**src/rtl/lenet_fc_pkg.sv**
```systemverilog
// +--------------------------------------------------------------------------+
// | lenet_fc_pkg : shared LeNet FC-stage defaults and argmax state encodings  |
// | Revision 1.0                                                             |
// +--------------------------------------------------------------------------+
`default_nettype none

package lenet_fc_pkg;

  localparam int NUM_CLASS_DEF = 10;
  localparam int DATA_W_DEF    = 16;
  localparam int ADDR_W_DEF    = 4;

  localparam logic [3:0] c_st_idle  = 4'b0001;
  localparam logic [3:0] c_st_run   = 4'b0010;
  localparam logic [3:0] c_st_drain = 4'b0100;
  localparam logic [3:0] c_st_done  = 4'b1000;

  typedef enum logic [3:0] {
    IDLE  = c_st_idle,
    RUN   = c_st_run,
    DRAIN = c_st_drain,
    DONE  = c_st_done
  } argmax_state_t;

endpackage

`default_nettype wire

```
**src/rtl/f8_rd_pipe.sv**
```systemverilog
// +--------------------------------------------------------------------------+
// | f8_rd_pipe : DEPTH-stage {valid, index} delay line matching RAM latency   |
// | Revision 1.0                                                             |
// +--------------------------------------------------------------------------+
`default_nettype none

module f8_rd_pipe #(
  parameter int DEPTH = 1,
  parameter int IDX_W = 4
) (
  input  logic             clk,
  input  logic             rst,
  input  logic             i_vld,
  input  logic [IDX_W-1:0] i_idx,
  output logic             o_vld,
  output logic [IDX_W-1:0] o_idx
);

  logic             r_vld [DEPTH];
  logic [IDX_W-1:0] r_idx [DEPTH];

  always_ff @(posedge clk) begin
    if (rst) begin
      for (int i = 0; i < DEPTH; i++) begin
        r_vld[i] <= 1'b0;
        r_idx[i] <= '0;
      end
    end else begin
      r_vld[0] <= i_vld;
      r_idx[0] <= i_idx;
      for (int i = 1; i < DEPTH; i++) begin
        r_vld[i] <= r_vld[i-1];
        r_idx[i] <= r_idx[i-1];
      end
    end
  end

  assign o_vld = r_vld[DEPTH-1];
  assign o_idx = r_idx[DEPTH-1];

endmodule

`default_nettype wire

```
**src/rtl/f8_argmax.sv**
```systemverilog
// +--------------------------------------------------------------------------+
// | f8_argmax : scans the FC3 score RAM and reports the winning class.        |
// | Optional runner-up margin output: F8_ARGMAX_MARGIN_EN. Revision 1.0       |
// +--------------------------------------------------------------------------+
`default_nettype none

module f8_argmax
  import lenet_fc_pkg::*;
#(
  parameter int NUM_CLASS = NUM_CLASS_DEF,
  parameter int DATA_W    = DATA_W_DEF,
  parameter int ADDR_W    = ADDR_W_DEF,
  parameter int RD_LAT    = 1
) (
  input  logic              clk,
  input  logic              rst,
  input  logic              argmax_start,
  output logic              f8_rd_en,
  output logic [ADDR_W-1:0] f8_raddr,
  input  logic [DATA_W-1:0] f8_rdata,
  output logic              argmax_busy,
  output logic              argmax_done,
  output logic [ADDR_W-1:0] class_idx,
  output logic [DATA_W-1:0] class_score
`ifdef F8_ARGMAX_MARGIN_EN
  ,
  output logic [DATA_W:0]   class_margin
`endif
);

  localparam logic [ADDR_W-1:0] c_last_addr  = ADDR_W'(NUM_CLASS - 1);
  localparam logic [1:0]        c_last_drain = 2'(RD_LAT - 1);

  argmax_state_t     r_state, w_state_nxt;
  logic [ADDR_W-1:0] r_cnt, w_cnt_nxt;
  logic [1:0]        r_drain, w_drain_nxt;
  logic              r_rd_en, r_busy, r_done;

  always_comb begin
    w_state_nxt = r_state;
    w_cnt_nxt   = r_cnt;
    w_drain_nxt = r_drain;
    unique case (r_state)
      IDLE:  if (argmax_start) w_state_nxt = RUN;
      RUN: begin
        if (r_cnt == c_last_addr) begin
          w_state_nxt = DRAIN;
          w_cnt_nxt   = '0;
        end else begin
          w_cnt_nxt = r_cnt + ADDR_W'(1);
        end
      end
      DRAIN: begin
        if (r_drain == c_last_drain) begin
          w_state_nxt = DONE;
          w_drain_nxt = '0;
        end else begin
          w_drain_nxt = r_drain + 2'd1;
        end
      end
      DONE:    w_state_nxt = IDLE;
      default: w_state_nxt = IDLE;
    endcase
  end

  // Output flags are decoded from the next state so they appear as flops.
  always_ff @(posedge clk) begin
    if (rst) begin
      r_state <= IDLE;
      r_cnt   <= '0;
      r_drain <= '0;
      r_rd_en <= 1'b0;
      r_busy  <= 1'b0;
      r_done  <= 1'b0;
    end else begin
      r_state <= w_state_nxt;
      r_cnt   <= w_cnt_nxt;
      r_drain <= w_drain_nxt;
      r_rd_en <= (w_state_nxt == RUN);
      r_busy  <= (w_state_nxt != IDLE);
      r_done  <= (w_state_nxt == DONE);
    end
  end

  logic              w_vld;
  logic [ADDR_W-1:0] w_idx;

  f8_rd_pipe #(
    .DEPTH (RD_LAT),
    .IDX_W (ADDR_W)
  ) u_rd_pipe (
    .clk   (clk),
    .rst   (rst),
    .i_vld (r_rd_en),
    .i_idx (r_cnt),
    .o_vld (w_vld),
    .o_idx (w_idx)
  );

  logic signed [DATA_W-1:0] w_data;
  logic signed [DATA_W-1:0] r_best, w_best_nxt;
  logic        [ADDR_W-1:0] r_best_idx, w_best_idx_nxt;
  logic                     w_new_best;
  logic        [ADDR_W-1:0] r_class_idx;
  logic        [DATA_W-1:0] r_class_score;

  assign w_data = f8_rdata;

  // Strict compare: a tie never displaces the earlier (lower) index.
  always_comb begin
    w_best_nxt     = r_best;
    w_best_idx_nxt = r_best_idx;
    w_new_best     = 1'b0;
    if (w_vld && ((w_idx == '0) || (w_data > r_best))) begin
      w_new_best     = 1'b1;
      w_best_nxt     = w_data;
      w_best_idx_nxt = w_idx;
    end
  end

  // Results are captured on entry to DONE so they are visible in that cycle.
  always_ff @(posedge clk) begin
    if (rst) begin
      r_best        <= '0;
      r_best_idx    <= '0;
      r_class_idx   <= '0;
      r_class_score <= '0;
    end else begin
      r_best     <= w_best_nxt;
      r_best_idx <= w_best_idx_nxt;
      if (w_state_nxt == DONE) begin
        r_class_idx   <= w_best_idx_nxt;
        r_class_score <= w_best_nxt;
      end
    end
  end

`ifdef F8_ARGMAX_MARGIN_EN
  logic signed [DATA_W-1:0] r_run, w_run_nxt;
  logic                     r_run_vld, w_run_vld_nxt;
  logic        [DATA_W:0]   w_margin;
  logic        [DATA_W:0]   r_class_margin;

  always_comb begin
    w_run_nxt     = r_run;
    w_run_vld_nxt = r_run_vld;
    if (w_vld) begin
      if (w_idx == '0) begin
        w_run_vld_nxt = 1'b0;
      end else if (w_new_best) begin
        w_run_nxt     = r_best;
        w_run_vld_nxt = 1'b1;
      end else if (!r_run_vld || (w_data > r_run)) begin
        w_run_nxt     = w_data;
        w_run_vld_nxt = 1'b1;
      end
    end
    w_margin = '0;
    if (w_run_vld_nxt) begin
      w_margin = {w_best_nxt[DATA_W-1], w_best_nxt} - {w_run_nxt[DATA_W-1], w_run_nxt};
    end
  end

  always_ff @(posedge clk) begin
    if (rst) begin
      r_run          <= '0;
      r_run_vld      <= 1'b0;
      r_class_margin <= '0;
    end else begin
      r_run     <= w_run_nxt;
      r_run_vld <= w_run_vld_nxt;
      if (w_state_nxt == DONE) r_class_margin <= w_margin;
    end
  end

  assign class_margin = r_class_margin;
`endif

  assign f8_rd_en    = r_rd_en;
  assign f8_raddr    = r_cnt;
  assign argmax_busy = r_busy;
  assign argmax_done = r_done;
  assign class_idx   = r_class_idx;
  assign class_score = r_class_score;

endmodule

`default_nettype wire
```
**config.mk**
```make
export PLATFORM = sky130hd
export DESIGN_NAME = f8_argmax
export DESIGN_NICKNAME = d
export VERILOG_FILES = /design/src/rtl/lenet_fc_pkg.sv /design/src/rtl/f8_rd_pipe.sv /design/src/rtl/f8_argmax.sv
export SDC_FILE = /design/constraint.sdc
export NUM_CORES = 1
export LEC_CHECK = 0
export ABC_AREA = 1
export CORE_ASPECT_RATIO = 1.2
export CORE_MARGIN = 3
export CORE_UTILIZATION = 35
export CTS_BUF_LIST = sky130_fd_sc_hd__clkbuf_4
export CTS_CLUSTER_SIZE = 14
export DETAILED_ROUTE_END_ITERATION = 6
export HOLD_SLACK_MARGIN = 0.03
export PLACE_DENSITY = 0.56
export SLEW_MARGIN = 20
export SYNTH_ARGS = -nofsm -noshare
export SYNTH_HDL_FRONTEND = slang
export SYNTH_HIERARCHICAL = 1
export SYNTH_SLANG_ARGS = --single-unit
```
**constraint.sdc**
```tcl
create_clock -name clk -period 1.99 [get_ports clk]
set_clock_uncertainty 0.15 [all_clocks]
set_input_delay 0.398 -clock clk [delete_from_list [all_inputs] [get_ports clk]]
set_output_delay 0.398 -clock clk [all_outputs]
set_load 0.1 [all_outputs]
```
==> results.md, run 1 <==
- Longest Clk Path Bufs: 2
- Total grt overflow: 0
- Drt wl/cell: 13.7 um
- Largest voltage drop on the vdd net: 0.494 mV
- Worst path arrival time: 2370 ps
- Drc violations: 0
- Area of combinational cells with multiple inputs: 0.00180 sq mm
- Initial DRC count: 109
- Clock-pin slew of the registers on the worst-case setup and hold paths: 110 ps
- Pleak: 1.83 nW
- Post-synth ARST share: 0
- Die ar.: 0.00897 sq mm
- Power density over cell area: 559 mW/mm^2
- Max-slew headroom at the worst pin: 0.448
- Area added between synthesis and finish: 64.4%
- Outcome: complete, but fails checks
- Final routed wirelength across all metal layers: 7.15 mm
- GRT Resource Usage Total: 0.165
- Prevailing post-synth register cell: sky130_fd_sc_hd__dfxtp_1
- Number of synthesized flops with an enable pin: 0
- Pins Over Slew Limit: 0
- Final core occ: 0.608
- Number of buffers created by CTS: 9
- Worst stage delay on the critical path: 350 ps
- Critical Path Source Type: flop
- Clock tree root driver cell: sky130_fd_sc_hd__clkbuf_4
- Ratio of final minimum period to clock period: 1.12
- Maximum clock frequency: 449 MHz
- Initial core utilization: 0.370
- Worst R2R Setup Slack: -240 ps
- Number of global-route vias before repair: 2,549
- Filler Cells Inserted: 611
- Die width: 87.0 um
- First-pass GRT wire length: 11.5 mm
- Max FO, Critical Path: 5
- Maximum number of pins on one net before global-route repair: 41
- Unique cell type count in the Yosys netlist: 28
- Hold WC Path Type: input pin to flop
- Minimum setup slack in the final design: -236 ps
- Register area share after synthesis: 0.422
- Port-buffer cells: 45
- Number of vias per cell: 4.85
- Number of buffers inserted by hold repair at cts: 0
- Net Count, Synth: 390
- Synth warn: 6
- Final Hold Vio Count: 0
- CP Cell Sequence: inv_2 > ha_4 > nand2_1 > nor3_2 > nand2_2 > nand3_1 > nand3_2 > nand2_4 > nand2_8 > buf_8 > nand2_4 > nand3_2 > nand2_1 > inv_1
- Core Area: 0.00744 sq mm
- TritonCTS clock tree: done
- Synthesized area per cell: 7.80 sq um
- Final-report setup violation count: 40
- Worst Tran Pin Value: 827 ps
- Yosys top cell by area: sky130_fd_sc_hd__dfxtp_1
- Fraction of final layout cells sized beyond drive strength 1: 0.450
- CP Buf/Inv Count: 3
- Count of maximum capacitance violations: 0
- I/O pin count: 46
- Total clock sinks: 58
- RSZ-0062 raised after global routing: true
- Number of instances in the synthesized netlist: 353
- Die span in y: 103 um
- Final RePlAce weighted congestion: 0.778
- Crit path max-delay cell type: sky130_fd_sc_hd__dfxtp_2
- Area taken by flip-flops and latches: 0.00118 sq mm
- Seq cells post-synth: 58
- Detailed Place HPWL: 4.37 mm
- Clock latency at the later pin of the worst-skew pair: 390 ps
- Post-Synthesis Cell Area: 0.00275 sq mm
- Dominant cell by count in the synthesized netlist: sky130_fd_sc_hd__inv_1
- DR vias: 2,528
- Antenna cell count: 0
- Worst setup EP type: flop
- Start-to-end type of the worst setup path: flop to flop
- Area share of the largest cell type after synthesis: 0.422
- Row count: 34
- Setup TNS Final: -6590 ps
- Final worst path period need: 2230 ps
- Number of antenna violations at the first check in global routing: 0
- Number of nets in the final layout: 463
- Final ANT Viol Nets: 0
- Number of H-tree levels: 3
- Router iterations before antenna repair: 4
- Synth area leaders: sky130_fd_sc_hd__dfxtp_1 42%, sky130_fd_sc_hd__inv_1 8.3%, sky130_fd_sc_hd__ha_1 8.2%
- CP delay by family, top: simple AND/OR/NAND/NOR gates
- Most common library cells after synthesis: 61 x sky130_fd_sc_hd__inv_1, 58 x sky130_fd_sc_hd__dfxtp_1, 43 x sky130_fd_sc_hd__nand2_1, 43 x sky130_fd_sc_hd__nand3_1, 30 x sky130_fd_sc_hd__a21oi_1
- Violations in the final reports: setup timing
- Worst endpoint required time: 2140 ps
[registers in the layout, indices dropped and copies added, names as in the netlist]
register	count
r_best_idx	4
u_rd_pipe/r_vld	1
class_idx	4
class_score	16
f8_raddr	4
r_best	16
argmax_busy	1
u_rd_pipe/r_idx	4
f8_rd_en	1
argmax_done	1
r_drain	2
r_state	4
[worst min-delay path: stages]
cell and delay (ps):
sky130_fd_sc_hd__dlygate4sd2_1 280, sky130_fd_sc_hd__nand3_4 100, sky130_fd_sc_hd__a21oi_2 40
[layout make-up]
cell class | count | share of cell area
clock buffers | 10 | 0.0166
clock inverters | 6 | 0.0180
inverters | 62 | 0.0514
multi-input cells | 218 | 0.397
flip-flops and latches | 58 | 0.260
well taps | 90 | 0.0249
repair buffers | 77 | 0.232
[through the flow]
| step | setup WS [ps] | hold slack, ps | power, mW | cell area, sq um | cells |
|---|---|---|---|---|---|
| 2_1_floorplan | 19.6 | 294 | 1.37 | 2750 | 353 |
| 3_3_place_gp | -684 | 303 | 1.48 | 3700 | 497 |
| 3_5_place_dp | -768 | 306 | 1.49 | 3700 | 497 |
| 4_1_cts | -217 | 275 | 2.52 | 4420 | 521 |
| 5_1_grt | -334 | 291 | 2.62 | 4530 | 521 |
| 6_report | -236 | 306 | 2.53 | 4530 | 521 |
[kinds of logic (layout without fill, tap and decap cells)]
group | Yosys count | after routing | share of synthesized area
and+or+nand+nor | 142 | 142 | 0.251
DFF | 58 | 58 | 0.422
AOI/OAI and AO/OA | 58 | 58 | 0.130
buffers and inverters | 77 | 155 | 0.116
adders and majority gates | 18 | 18 | 0.0818
[power by group]
| part | total [mW] | switching, mW | internal, mW |
|---|---|---|---|
| Combinational | 0.355 | 0.195 | 0.160 |
| Sequential | 1.20 | 0.0204 | 1.18 |
| Clock | 0.973 | 0.457 | 0.516 |
| Total | 2.53 | 0.673 | 1.86 |
[final timing paths]
check                              from                            end  cells after the start
hold reg to reg     f8_rd_en$_SDFF_PP0_  u_rd_pipe/r_vld[0]$_SDFF_PP0_                      2
hold / removal              f8_rdata[6]           r_best[6]$_SDFF_PP0_                      3
setup / recovery  r_best[13]$_SDFF_PP0_    class_score[7]$_SDFFE_PP0P_                     14
setup reg to reg  r_best[13]$_SDFF_PP0_    class_score[7]$_SDFFE_PP0P_                     14
[cell usage in the layout (no fill, tap or decap), drive strengths merged, types with 16 or more instances in the layout]
master	instances
nor2	20
inv	62
nand3	43
ha	18
dfxtp	58
dlygate4sd2	16
o21a	20
buf	59
a21oi	31
nand2	66
[routing by layer]
metal / share of wire / vias up / track usage
li1: - / 1285 / -
met2: 0.54 / 43 / 0.297
met4: 0.023 / 0 / 0.0695
met3: 0.034 / 15 / 0.0320
met5: 0 / - / 0
met1: 0.40 / 1185 / 0.189
[timing repair]
action / 4_1_cts / 5_1_grt
cloned: 2 / 0
setup buffers: 7 / 0
hold endpoints to repair: 0 / 0
endpoints found under the setup margin: 40 / 40
pin swaps: 44 / 20
resized for setup: 118 / 24
No activity file was read; power rests on OpenSTA's default activity.
==> run 2: changes to the inputs <==
--- a/config.mk
+++ b/config.mk
@@ -12,8 +12,10 @@
 export CTS_BUF_LIST = sky130_fd_sc_hd__clkbuf_4
 export CTS_CLUSTER_SIZE = 14
 export DETAILED_ROUTE_END_ITERATION = 6
+export DONT_BUFFER_PORTS = 1
+export GPL_TIMING_DRIVEN = 0
 export HOLD_SLACK_MARGIN = 0.03
-export PLACE_DENSITY = 0.56
+export PLACE_DENSITY = 0.48
 export SLEW_MARGIN = 20
 export SYNTH_ARGS = -nofsm -noshare
 export SYNTH_HDL_FRONTEND = slang
==> run 2 against run 1 <==
  * The run still ends with setup timing left
  * Design area decreased by 17%
  * Sequential share of layout area grew 5.4 points
  * Global-route usage up 0.36 points
  * Worst setup slack improved by 65 ps
  * Maximum frequency rose by 3.0%
  * Flip-flop and latch count unchanged
  * Core utilization down 10 points
  * Die area unchanged
==> results.md, run 2 (same netlist as run 1, synthesis figures left out) <==
- Longest Clk Path Bufs: 2 (unchanged)
- TritonCTS clock tree: done (unchanged)
- Worst endpoint required time: 2160 ps (was 2140 ps)
- Final-report setup violation count: 40 (unchanged)
- Area added between synthesis and finish: 36.9% (was 64.4%)
- Maximum number of pins on one net before global-route repair: 11 (was 41)
- Filler Cells Inserted: 718 (was 611)
- Instance area after placement: 0.00287 sq mm (was 0.00370 sq mm)
- Final Hold Vio Count: 0 (unchanged)
- Largest voltage drop on the vdd net: 0.438 mV (was 0.494 mV)
- First-pass GRT wire length: 11.5 mm (about the same)
- Initial DRC count: 47 (was 109)
- Worst Tran Pin Value: 980 ps (was 827 ps)
- Hold WC Path Type: input pin to flop (unchanged)
- Detailed Place HPWL: 4.59 mm (was 4.37 mm)
- Start-to-end type of the worst setup path: flop to flop (unchanged)
- Most common cell after layout, fill and taps aside: sky130_fd_sc_hd__inv_1 (unchanged)
- Number of H-tree levels: 3 (unchanged)
- Clock-pin slew of the registers on the worst-case setup and hold paths: 110 ps (about the same)
- Clock tree root driver cell: sky130_fd_sc_hd__clkbuf_4 (unchanged)
- Final RePlAce weighted congestion: 0.748 (was 0.778)
- Clock latency at the later pin of the worst-skew pair: 400 ps (was 390 ps)
- Final ANT Viol Nets: 0 (unchanged)
- DR vias: 2,398 (was 2,528)
- I/O pin count: 46 (unchanged)
- Count of maximum capacitance violations: 0 (unchanged)
- Number of global-route vias before repair: 2,378 (was 2,549)
- Minimum hold slack: 84.0 ps (was 306 ps)
- Row count: 34 (unchanged)
- Pins Over Slew Limit: 0 (unchanged)
- Port-buffer cells: 0 (was 45)
- Critical Path Source Type: flop (unchanged)
- Final worst path period need: 2160 ps (was 2230 ps)
- Hold path depth: 2 (was 3)
- Final routed wirelength across all metal layers: 7.18 mm (was 7.15 mm)
- RSZ-0062 raised after global routing: true (unchanged)
- Layout Cell Area excl Fill: 0.00377 sq mm (was 0.00453 sq mm)
- Ratio of final minimum period to clock period: 1.09 (was 1.12)
- Antenna cell count: 0 (unchanged)
- Max-slew headroom at the worst pin: 0.345 (was 0.448)
- Outcome: complete, but fails checks (unchanged)
- GRT Resource Usage Total: 0.168 (was 0.165)
- Total power consumption of the routed design: 2.45 mW (was 2.53 mW)
- Die ar.: 0.00897 sq mm (unchanged)
- Maximum clock frequency: 463 MHz (was 449 MHz)
- Minimum setup slack in the final design: -171 ps (was -236 ps)
- Drt wl/cell: 14.7 um (was 13.7 um)
- Worst setup EP type: flop (unchanged)
- Pleak: 1.54 nW (was 1.83 nW)
- Most frequent cells in the layout: 51 x sky130_fd_sc_hd__inv_1, 39 x sky130_fd_sc_hd__nand2_1, 38 x sky130_fd_sc_hd__dfxtp_1 (was 53 x sky130_fd_sc_hd__inv_1, 44 x sky130_fd_sc_hd__dfxtp_1, 36 x sky130_fd_sc_hd__nand2_1)
- Initial core utilization: 0.370 (unchanged)
- Number of nets in the final layout: 431 (was 463)
- Setup TNS Final: -4440 ps (was -6590 ps)
- Die width: 87.0 um (unchanged)
- Fraction of final layout cells sized beyond drive strength 1: 0.351 (was 0.450)
- Drc violations: 0 (unchanged)
- Power density over cell area: 649 mW/mm^2 (was 559 mW/mm^2)
- Post-Place Worst Slack: -211 ps (was -768 ps)
- Die span in y: 103 um (unchanged)
- Router iterations before antenna repair: 4 (unchanged)
- Worst path arrival time: 2330 ps (was 2370 ps)
- Reg2reg path depth: 14 (unchanged)
- Number of antenna violations at the first check in global routing: 0 (unchanged)
- Core Area: 0.00744 sq mm (unchanged)
- Max FO, Critical Path: 5 (unchanged)
- Number of vias per cell: 4.90 (was 4.85)
- Violations in the final reports: setup timing (unchanged)
- Total grt overflow: 0 (unchanged)
- Number of buffers created by CTS: 9 (unchanged)
- Total clock sinks: 58 (unchanged)
run 2: power by group:
group	total, mW	switching (mW)	internal [mW]
clock network	0.948	0.453	0.495
logic	0.275	0.142	0.132
registers	1.22	0.0424	1.18
run 2: what timing repair did:
action | CTS | global route
hold endpoints to repair | 22 | 0
resized for setup | 51 | 53
endpoints found under the setup margin | 47 | 41
pin swaps | 0 | 20
cloned | 1 | 1
hold buffers | 17 | 0
setup buffers | 7 | 4
run 2: routing by layer:
layer,vias to the layer above,global-route usage,wire length [um]
met1,1125,0.198,3170
met5,-,0,0
met3,10,0.0400,287
met4,0,0.0755,138
met2,38,0.289,3590
li1,1225,-,-
run 2: cell type report:
type / count / area [sq um] / share of cell area
timing repair buffer: 30 / 305 / 0.0810
tap: 90 / 113 / 0.0299
multi-input combinational: 218 / 1670 / 0.443
sequential: 58 / 1190 / 0.315
buffer: 15 / 111 / 0.0295
clock buffer: 9 / 67.6 / 0.0179
inverter: 62 / 233 / 0.0618
clock inverter: 7 / 83.8 / 0.0222
run 2: stage by stage:
stage,utilization,instances
6_report,0.506,489
5_1_grt,0.506,489
4_1_cts,0.470,484
3_5_place_dp,0.385,443
3_3_place_gp,0.385,443
2_1_floorplan,-,353
run 2: critical path, cell delays in order, from the launching register on:
cell                      delay [ps]
sky130_fd_sc_hd__dfxtp_2         340
sky130_fd_sc_hd__inv_1            60
sky130_fd_sc_hd__ha_4            260
sky130_fd_sc_hd__nand4_1         130
sky130_fd_sc_hd__nor3_4          170
sky130_fd_sc_hd__nand2_1         100
sky130_fd_sc_hd__nand2_1          70
sky130_fd_sc_hd__nand2_1          70
sky130_fd_sc_hd__nand3_2          80
sky130_fd_sc_hd__nand2_4          90
sky130_fd_sc_hd__nand2_8         120
sky130_fd_sc_hd__buf_16          150
sky130_fd_sc_hd__nand2_4          50
sky130_fd_sc_hd__buf_4           120
sky130_fd_sc_hd__a21oi_2         100
run 2: path summary, 6_finish.rpt:
kind / start / to / slack (ps)
setup / recovery: r_best[10]$_SDFF_PP0_ / r_best[7]$_SDFF_PP0_ / -170
hold / removal: argmax_start / r_state[1]$_SDFF_PP0_ / 80
setup reg to reg: r_best[10]$_SDFF_PP0_ / r_best[7]$_SDFF_PP0_ / -170
hold reg to reg: r_best_idx[2]$_SDFF_PP0_ / r_best_idx[2]$_SDFF_PP0_ / 330
==> run 3: changes to the inputs <==
--- a/config.mk
+++ b/config.mk
@@ -16,7 +16,6 @@
 export GPL_TIMING_DRIVEN = 0
 export HOLD_SLACK_MARGIN = 0.03
 export PLACE_DENSITY = 0.48
-export SLEW_MARGIN = 20
 export SYNTH_ARGS = -nofsm -noshare
 export SYNTH_HDL_FRONTEND = slang
 export SYNTH_HIERARCHICAL = 1
==> results of run 3 <==
No change in the layout: final DEF, timing and power equal those of run 2.
